===== src/rtl/multi_button_monitor.sv =====
// Multi-channel button monitor: per-channel synchroniser, stable-time debounce FSM,
// long-press detector and press/raw-bounce counters.
module multi_button_monitor #(
  parameter int CHANNELS        = 4,
  parameter int CNT_BITS        = 4,
  parameter int DEBOUNCE_CYCLES = 20,
  parameter int LONG_CYCLES     = 1000,
  parameter int SATURATE        = 0
) (
  input  logic                         clk,
  input  logic                         reset_n,
  input  logic [CHANNELS-1:0]          button_in,
  input  logic                         clear,
  output logic [CHANNELS-1:0]          debounced,
  output logic [CHANNELS-1:0]          press_tick,
  output logic [CHANNELS-1:0]          long_tick,
  output logic [CHANNELS*CNT_BITS-1:0] press_count,
  output logic [CHANNELS*CNT_BITS-1:0] bounce_count
);

  localparam int TW = $clog2(DEBOUNCE_CYCLES + 1);
  localparam int HW = $clog2(LONG_CYCLES + 1);
  localparam logic [TW-1:0] DB_LAST   = TW'(DEBOUNCE_CYCLES - 1);
  localparam logic [HW-1:0] HOLD_LAST = HW'(LONG_CYCLES - 1);
  localparam logic [HW-1:0] HOLD_MAX  = HW'(LONG_CYCLES);

  typedef enum logic [1:0] {STABLE_LO, WAIT_HI, STABLE_HI, WAIT_LO} db_state_e;

  function automatic logic [CNT_BITS-1:0] inc_cnt(input logic [CNT_BITS-1:0] c);
    if ((SATURATE != 0) && (&c)) return c;
    return c + CNT_BITS'(1);
  endfunction

  for (genvar i = 0; i < CHANNELS; i++) begin : g_ch
    db_state_e           state_q, state_d;
    logic [TW-1:0]       timer_q, timer_d;
    logic [HW-1:0]       hold_q, hold_d;
    logic                deb_q, deb_d;
    logic                ptick_q, ptick_d;
    logic                ltick_q, ltick_d;
    logic [CNT_BITS-1:0] pcnt_q, pcnt_d;
    logic [CNT_BITS-1:0] bcnt_q, bcnt_d;
    logic                meta_q, meta_d;
    logic                sync_q, sync_d;
    logic                sync_dly_q, sync_dly_d;
    logic                raw_edge;

    always_ff @(posedge clk or negedge reset_n) begin
      if (!reset_n) begin
        state_q    <= STABLE_LO;
        timer_q    <= '0;
        hold_q     <= '0;
        deb_q      <= 1'b0;
        ptick_q    <= 1'b0;
        ltick_q    <= 1'b0;
        pcnt_q     <= '0;
        bcnt_q     <= '0;
        meta_q     <= 1'b0;
        sync_q     <= 1'b0;
        sync_dly_q <= 1'b0;
      end else begin
        state_q    <= state_d;
        timer_q    <= timer_d;
        hold_q     <= hold_d;
        deb_q      <= deb_d;
        ptick_q    <= ptick_d;
        ltick_q    <= ltick_d;
        pcnt_q     <= pcnt_d;
        bcnt_q     <= bcnt_d;
        meta_q     <= meta_d;
        sync_q     <= sync_d;
        sync_dly_q <= sync_dly_d;
      end
    end

    assign raw_edge = sync_q & ~sync_dly_q;

    always_comb begin
      meta_d     = button_in[i];
      sync_d     = meta_q;
      sync_dly_d = sync_q;
      state_d    = state_q;
      timer_d    = timer_q;
      deb_d      = deb_q;
      ptick_d    = 1'b0;
      case (state_q)
        STABLE_LO: begin
          if (sync_q) begin
            state_d = WAIT_HI;
            timer_d = TW'(1);
          end
        end
        WAIT_HI: begin
          if (!sync_q) begin
            state_d = STABLE_LO;
            timer_d = '0;
          end else if (timer_q == DB_LAST) begin
            state_d = STABLE_HI;
            timer_d = '0;
            deb_d   = 1'b1;
            ptick_d = 1'b1;
          end else begin
            timer_d = timer_q + TW'(1);
          end
        end
        STABLE_HI: begin
          if (!sync_q) begin
            state_d = WAIT_LO;
            timer_d = TW'(1);
          end
        end
        WAIT_LO: begin
          // A return to high here is bounce on release, not a new press.
          if (sync_q) begin
            state_d = STABLE_HI;
            timer_d = '0;
          end else if (timer_q == DB_LAST) begin
            state_d = STABLE_LO;
            timer_d = '0;
            deb_d   = 1'b0;
          end else begin
            timer_d = timer_q + TW'(1);
          end
        end
        default: begin
          state_d = STABLE_LO;
          timer_d = '0;
        end
      endcase
    end

    // Hold timer saturates at LONG_CYCLES so long_tick fires only once per press.
    always_comb begin
      hold_d  = hold_q;
      ltick_d = 1'b0;
      if ((state_q == WAIT_HI) && (state_d == STABLE_HI)) begin
        hold_d = '0;
      end else if (deb_q) begin
        if (hold_q != HOLD_MAX) hold_d = hold_q + HW'(1);
        ltick_d = (hold_q == HOLD_LAST);
      end else begin
        hold_d = '0;
      end
    end

    always_comb begin
      pcnt_d = pcnt_q;
      bcnt_d = bcnt_q;
      if (clear) begin
        pcnt_d = '0;
        bcnt_d = '0;
      end else begin
        if (ptick_q)  pcnt_d = inc_cnt(pcnt_q);
        if (raw_edge) bcnt_d = inc_cnt(bcnt_q);
      end
    end

    assign debounced[i]                           = deb_q;
    assign press_tick[i]                          = ptick_q;
    assign long_tick[i]                           = ltick_q;
    assign press_count[i*CNT_BITS +: CNT_BITS]    = pcnt_q;
    assign bounce_count[i*CNT_BITS +: CNT_BITS]   = bcnt_q;
  end

endmodule


===== config.mk =====
export PLATFORM = sky130hd
export DESIGN_NAME = multi_button_monitor
export DESIGN_NICKNAME = d
export VERILOG_FILES = /design/src/rtl/multi_button_monitor.sv
export SDC_FILE = /design/constraint.sdc
export NUM_CORES = 1
export LEC_CHECK = 0
export CORE_ASPECT_RATIO = 1.1
export CORE_MARGIN = 2
export CORE_UTILIZATION = 45
export CTS_BUF_LIST = sky130_fd_sc_hd__clkbuf_2 sky130_fd_sc_hd__clkbuf_4 sky130_fd_sc_hd__clkbuf_8
export DETAILED_ROUTE_END_ITERATION = 16
export PLACE_DENSITY = 0.62
export SYNTH_ARGS = -nofsm -noshare
export SYNTH_HDL_FRONTEND = slang
export SYNTH_SLANG_ARGS = --single-unit

===== constraint.sdc =====
create_clock -name clk -period 1.9 [get_ports clk]
set_input_delay 0.38 -clock clk [delete_from_list [all_inputs] [get_ports clk]]
set_output_delay 0.38 -clock clk [all_outputs]
set_load 0.01 [all_outputs]

==> reports/qor.txt, run 1 <==
Placed cell areas -> 6520 um2
Horiz. Die Dim -> 113 um
Gr usage total -> 0.161
Reg-to-reg startpoint -> g_ch[1].timer_q[0]$_DFFE_PN0P_
Number of flops mapped to enable cells by yosys -> 0
First-pass GRT wire length -> 17.9 mm
Switching part of the total power -> 0.300
Reg power frac -> 0.489
CP Launch Type -> flop
CP top delay family -> buffers and inverters
Pre-CTS WS -> 0.276 ns
Clk sinks -> 124
Die area -> 14,000 um2
Std cell rows -> 43
N_diodes -> 0
CP peak stage delay -> 0.57 ns
Die height -> 124 um
Synth Instances -> 551
Critical Path RT -> 1.52 ns
Critical path arrival -> 1.44 ns
Min-delay src -> g_ch[1].meta_q$_DFF_PN0_
Hold Vio Cnt, Final -> 0
Pleak -> 3.01 nW
WP buf/inv -> 1
Routed length per instance -> 13.0 um
Async set-reset flop share out of synthesis -> 1.00
DRT antenna net count -> 0
Synthesis-to-finish area growth -> 18.4%
Commonest non-fill, non-tap cell in the layout -> dfrtp_1
Min Tclk post-route -> 1.82 ns
Final Wtd Congestion -> 0.768
Synth warn -> 0
Initial antenna violation count -> 0
Worst setup EP type -> output port
Post-synthesis cell type count -> 40
Peak Freq -> 0.548 GHz
Number of setup buffers added after CTS -> 0
Synth Flop Type -> dfrtp_1
Critical path peak fanout -> 5
Net Count, Synth -> 578
Final period util -> 0.960
Outcome -> finished, violations left
Clock buffer depth -> 2
Core region area -> 12,700 um2
Final Cell Area -> 6950 um2
Final WL -> 10.1 mm
Layout cells sized above 1 -> 0.126
Via count -> 3,992
RSZ-0062 raised after global routing -> false
Htree depth -> 4
Failing checks -> DRC
Post-DP HPWL -> 6.91 mm
PnR worst setup slack -> 0.0764 ns
NumNets Final -> 634
Power share of the combinational group -> 0.162
Slew Limit Fails -> 0
Seq/Total Area, Yosys -> 0.529
Num CTS Buffers -> 17
Skew final -> 0.00956 ns
I/O pin total -> 51
Commonest cells after routing, fill and taps aside -> dfrtp_1, nor2_1, nand2_1, clkdlybuf4s50_1, xnor2_1
Drt initial violations -> 260
CP Cell Sequence -> clkdlybuf4s50_1
Clock-pin slew on the worst setup and hold paths -> 0.07 ns
Worst-skew pair later-pin latency -> 0.44 ns
CP Class -> reg2out
Switch Pwr -> 2.07 mW
Internal Power -> 4.81 mW
Clk root buf -> clkbuf_8
Drt drc -> 4
Power, Total -> 6.88 mW
IO buf count -> 50
Setup TNS -> 0 ns
Peak VDD IR -> 447 uV
Initial Util -> 0.462
FF+latch count, synth -> 124
Clock power frac -> 0.349
Min-delay worst type -> reg2reg
Vias per Instance -> 5.14
PD cells -> 990 nW/um2
Max-Cap Viols -> 0
Largest net degree at the start of global routing -> 36
DRT Pass-1 Iters -> 11
Cell Area, Synth -> 5870 um2
Rel. slew slack -> 0.609
CP max-delay cell -> clkdlybuf4s50_1
Worst setup startpoint -> g_ch[0].ptick_q$_DFF_PN0_
Gr ovfl total -> 0
Final setup violation count -> 0
Worst-Margin Slew -> 0.582 ns
TritonCTS clock tree -> built
Vias in the first global route -> 3,895
Syn_area_per_cell -> 10.6 um2
## timing repair
item,in CTS,in global routing
hold endpoints to repair,29,0
gates resized for setup,2,0
hold buffers,1,0
endpoints found under the setup margin,2,0
## metrics by stage
step / instances / hold WS (ns) / utilization
after global placement: 744 / 0.334 / 0.513
after detailed placement: 744 / 0.335 / 0.513
after CTS: 777 / 0.345 / 0.547
after floorplan: 551 / 0.0844 / -
after global routing: 777 / 0.354 / 0.547
final: 777 / 0.350 / 0.547
## state kept, by name, indices dropped and copies added, names as in the netlist, 8 cells and up
name	cells
g_ch.bcnt_q	16
g_ch.hold_q	40
g_ch.pcnt_q	16
g_ch.state_q	8
g_ch.timer_q	20
## cell type report
class,instances,area [um2]
clock buffer,18,248
clock inverter,14,170
fill,1128,5750
inverter,21,78.8
multi-input combinational,382,2530
sequential,124,3110
tap,157,196
timing repair buffer,61,621
## power by group through the flow
stage	sequential [mW]	clock, mW	combinational (mW)
finish	3.36	2.40	1.12
detailed placement	3.40	0	1.14
global placement	3.39	0	1.08
floorplan	3.31	0	0.875
CTS	3.36	2.49	1.14
global route	3.42	2.61	1.31
## logic make-up after synthesis
| logic type | Yosys count | synth area share |
|---|---|---|
| xor+xnor | 69 | 0.103 |
| fa+ha+maj | 20 | 0.0427 |
| compound gates | 61 | 0.0621 |
| mux | 14 | 0.0243 |
| simple gates | 218 | 0.199 |
| buf+inv | 45 | 0.0399 |
| flops | 124 | 0.529 |
## layer usage
layer	global-route usage	wire length [um]
met5	0	0
met4	0.0572	153
met3	0.0496	334
met2	0.256	4870
met1	0.210	4750
## path summary, 6_finish.rpt
kind	to	slack, ns	cells after the start
min in group asynchronous	g_ch[0].timer_q[4]$_DFFE_PN0P_	0.44	2
max in group asynchronous	g_ch[0].sync_dly_d$_DFF_PN0_	0.88	3
min reg2reg	g_ch[1].sync_dly_d$_DFF_PN0_	0.35	0
max	press_tick[0]	0.08	1
min	g_ch[1].sync_dly_d$_DFF_PN0_	0.35	0
max reg2reg	g_ch[1].hold_q[2]$_DFFE_PN0P_	0.27	6
## Yosys cell counts (all sizes together), types with 6 or more instances
cell,number,area share
nand4,12,0.016
dfrtp,124,0.53
nand2b,11,0.013
nor2,81,0.058
nand2,52,0.033
a21oi,14,0.012
mux2i,12,0.020
xor2,28,0.042
buf,17,0.022
clkbuf,7,0.0047
ha,20,0.043
nand3b,6,0.0077
nand3,19,0.018
inv,21,0.013
nor3,15,0.013
xnor2,41,0.061
o22ai,10,0.011
o21ai,23,0.022
Power figures use the tool's default switching activity.
==> run 2, diff against run 1 <==
Settings changed: ABC_CLOCK_PERIOD_IN_PS set to 1900, CORE_UTILIZATION 45 to 35, PLACE_DENSITY 0.62 to 0.5.
==> run 2 against run 1 <==
The flow now finishes without violations; combinational power about the same; maximum frequency increased by 0.62%; critical path depth stayed put; first-iteration DRC count shrank 35%; global-route usage is 3.1 points lower; clock power is 2% lower; total power is 0.60% lower; sequential share of layout area decreased by 0.17 points; setup slack better by 0.011 ns; non-clock buffer count decreased by 1; sequential power barely moved; via count fell by 0.88%; critical endpoint is now press_tick[1].
==> reports/qor.txt, run 2 (synthesis results as in run 1) <==
DRT Pass-1 Iters -> 5 (-6)
Drt initial violations -> 169 (-35%)
WP buf/inv -> 1 (unchanged)
Worst Hold Depth -> 0 (unchanged)
Final WL -> 10.6 mm (+4.6%)
Vias per Instance -> 4.82 (-6.2%)
Skew final -> 0.00839 ns (-0.00117 ns)
Placed insts -> 790 (+6.2%)
Reg-to-reg startpoint -> g_ch[1].timer_q[0]$_DFFE_PN0P_
Layout fillers -> 1,551 (+38%)
Reg-to-reg slack, setup -> 0.27 ns (about the same)
CP top delay family -> buffers and inverters
RSZ-0062 raised after global routing -> false
Power share of the combinational group -> 0.165 (+0.003)
NumNets Final -> 633 (-0.16%)
Worst-Margin Slew -> 0.597 ns (+0.0156 ns)
Hold Vio Cnt, Final -> 0 (unchanged)
Number of setup buffers added after CTS -> 0 (unchanged)
Largest net degree at the start of global routing -> 68 (+89%)
IO buf count -> 50 (unchanged)
CP Cell Sequence -> clkdlybuf4s50_1
CP Class -> reg2out
I/O pin total -> 51 (unchanged)
Max reg flops -> 40 (unchanged)
Critical path peak fanout -> 5 (unchanged)
Routed length per instance -> 12.9 um (-0.99%)
Initial Util -> 0.358 (-0.104)
Via count -> 3,957 (-0.88%)
Clock-pin slew on the worst setup and hold paths -> 0.07 ns (about the same)
Htree depth -> 4 (unchanged)
Critical Path RT -> 1.52 ns (about the same)
Max-Cap Viols -> 0 (unchanged)
CP peak stage delay -> 0.56 ns (about the same)
Switch Pwr -> 1.99 mW (-3.9%)
Critical path arrival -> 1.43 ns (about the same)
R2R depth -> 6 (unchanged)
Num CTS Buffers -> 17 (unchanged)
Commonest non-fill, non-tap cell in the layout -> dfrtp_1
First-pass GRT wire length -> 18.8 mm (+5.3%)
Pleak -> 3.01 nW (about the same)
Biggest regs -> g_ch.hold_q: 40 flops, g_ch.timer_q: 20 flops
Synthesis-to-finish area growth -> 19.0%
Register area -> 3110 um2 (about the same)
Slew Limit Fails -> 0 (unchanged)
Most flops, register -> g_ch.hold_q
Gr ovfl total -> 0 (unchanged)
CP max-delay cell -> clkdlybuf4s50_1
Die area -> 17,800 um2 (+28%)
Rel. slew slack -> 0.599 (-0.0105)
Worst hold path endpoint -> g_ch[1].sync_dly_d$_DFF_PN0_
DRT antenna net count -> 0 (unchanged)
FF-to-FF End -> g_ch[1].hold_q[2]$_DFFE_PN0P_
Core region area -> 16,400 um2 (+29%)
Setup TNS -> 0 ns (unchanged)
TritonCTS clock tree -> built
Vias in the first global route -> 4,130 (+6.0%)
Peak Freq -> 0.552 GHz (+0.62%)
Switching part of the total power -> 0.291 (-0.00983)
Min-delay src -> g_ch[1].meta_q$_DFF_PN0_
Clk root buf -> clkbuf_8
Final period util -> 0.954 (-0.00595)
Post-DP HPWL -> 7.23 mm (+4.6%)
Peak VDD IR -> 438 uV (-1.9%)
Clock buffer depth -> 2 (unchanged)
Reg power frac -> 0.490 (about the same)
Initial antenna violation count -> 0 (unchanged)
Internal Power -> 4.85 mW (+0.79%)
Drt drc -> 0 (-4)
Die height -> 140 um (+13%)
Horiz. Die Dim -> 127 um (+13%)
N_diodes -> 0 (unchanged)
Std cell rows -> 49 (+14%)
Worst setup EP type -> output port
CP Launch Type -> flop
Final Wtd Congestion -> 0.792 (+3.1%)
Min-delay worst type -> reg2reg
Worst-skew pair later-pin latency -> 0.44 ns (about the same)
PD cells -> 979 nW/um2 (-1.1%)
Layout cells sized above 1 -> 0.125 (-0.00101)
Commonest cells after routing, fill and taps aside -> dfrtp_1, nor2_1, nand2_1, clkdlybuf4s50_1, xnor2_1
Gr usage total -> 0.130 (-0.0310)
Outcome -> complete, no violations
Clock power frac -> 0.345 (-0.004)
Final setup violation count -> 0 (unchanged)
Final Instance Count excl. Fillers -> 821 (+5.7%)
Min Tclk post-route -> 1.81 ns (-0.0113 ns)
Multi-input combinational cell area -> 2530 um2 (unchanged)
Clk sinks -> 124 (unchanged)
## run 2: changes by cell type in the layout (fill, tap and decap cells not counted), sizes merged
cell and delta:
clkbuf +3, clkinvlp -4, inv -1, buf -1
## run 2: power by group through the flow
| stage | Combinational (mW) | Clock [mW] | Sequential (mW) |
|---|---|---|---|
| 2_1_floorplan | 0.875 | 0 | 3.31 |
| 3_3_place_gp | 1.09 | 0 | 3.39 |
| 3_5_place_dp | 1.15 | 0 | 3.40 |
| 4_1_cts | 1.16 | 2.44 | 3.35 |
| 5_1_grt | 1.32 | 2.56 | 3.41 |
| 6_report | 1.13 | 2.36 | 3.35 |
## run 2: per-layer routing
metal	wire (um)	up-vias	GRT usage
met5	0	-	0
met1	4890	1942	0.161
li1	-	1957	-
met4	145	0	0.0503
met2	5200	47	0.211
met3	340	11	0.0408
## run 2: per-stage QoR
stage          power, mW  setup slack [ns]  utilization  hold WS, ns  area [um2]
5_1_grt             7.29           0.00771        0.427        0.338        6980
6_report            6.84            0.0877        0.427        0.349        6980
3_3_place_gp        4.48             0.316        0.401        0.332        6570
2_1_floorplan       4.19             0.448            -       0.0844        5870
4_1_cts             6.95           0.00782        0.426        0.342        6980
3_5_place_dp        4.55             0.268        0.401        0.335        6570
## run 2: area by class of cell
class / count / share of cell area
flip-flops and latches: 124 / 0.445
multi-input cells: 382 / 0.362
repair buffers: 60 / 0.0878
clock buffers: 21 / 0.0396
well taps: 204 / 0.0366
clock inverters: 9 / 0.0172
inverters: 21 / 0.0113
## run 2: repair_timing
action / in CTS / in global routing
setup endpoints to repair: 2 / 2
gates cloned: 0 / 0
gates resized for setup: 2 / 2
hold endpoints to repair: 124 / 0
hold buffers: 1 / 0
## run 2: worst max-delay path by stage
| stage | from | depth (start not counted) | to |
|---|---|---|---|
| 2_1_floorplan | g_ch[1].timer_q[0]$_DFFE_PN0P_ | 6 | g_ch[1].hold_q[5]$_DFFE_PN0P_ |
| 3_3_place_gp | g_ch[1].timer_q[0]$_DFFE_PN0P_ | 6 | g_ch[1].hold_q[2]$_DFFE_PN0P_ |
| 3_5_place_dp | g_ch[1].timer_q[0]$_DFFE_PN0P_ | 6 | g_ch[1].hold_q[2]$_DFFE_PN0P_ |
| 4_1_cts | g_ch[2].ptick_q$_DFF_PN0_ | 1 | press_tick[2] |
| 5_1_grt | g_ch[0].pcnt_q[0]$_DFFE_PN0P_ | 1 | press_count[0] |
| 6_report | g_ch[1].ptick_q$_DFF_PN0_ | 1 | press_tick[1] |
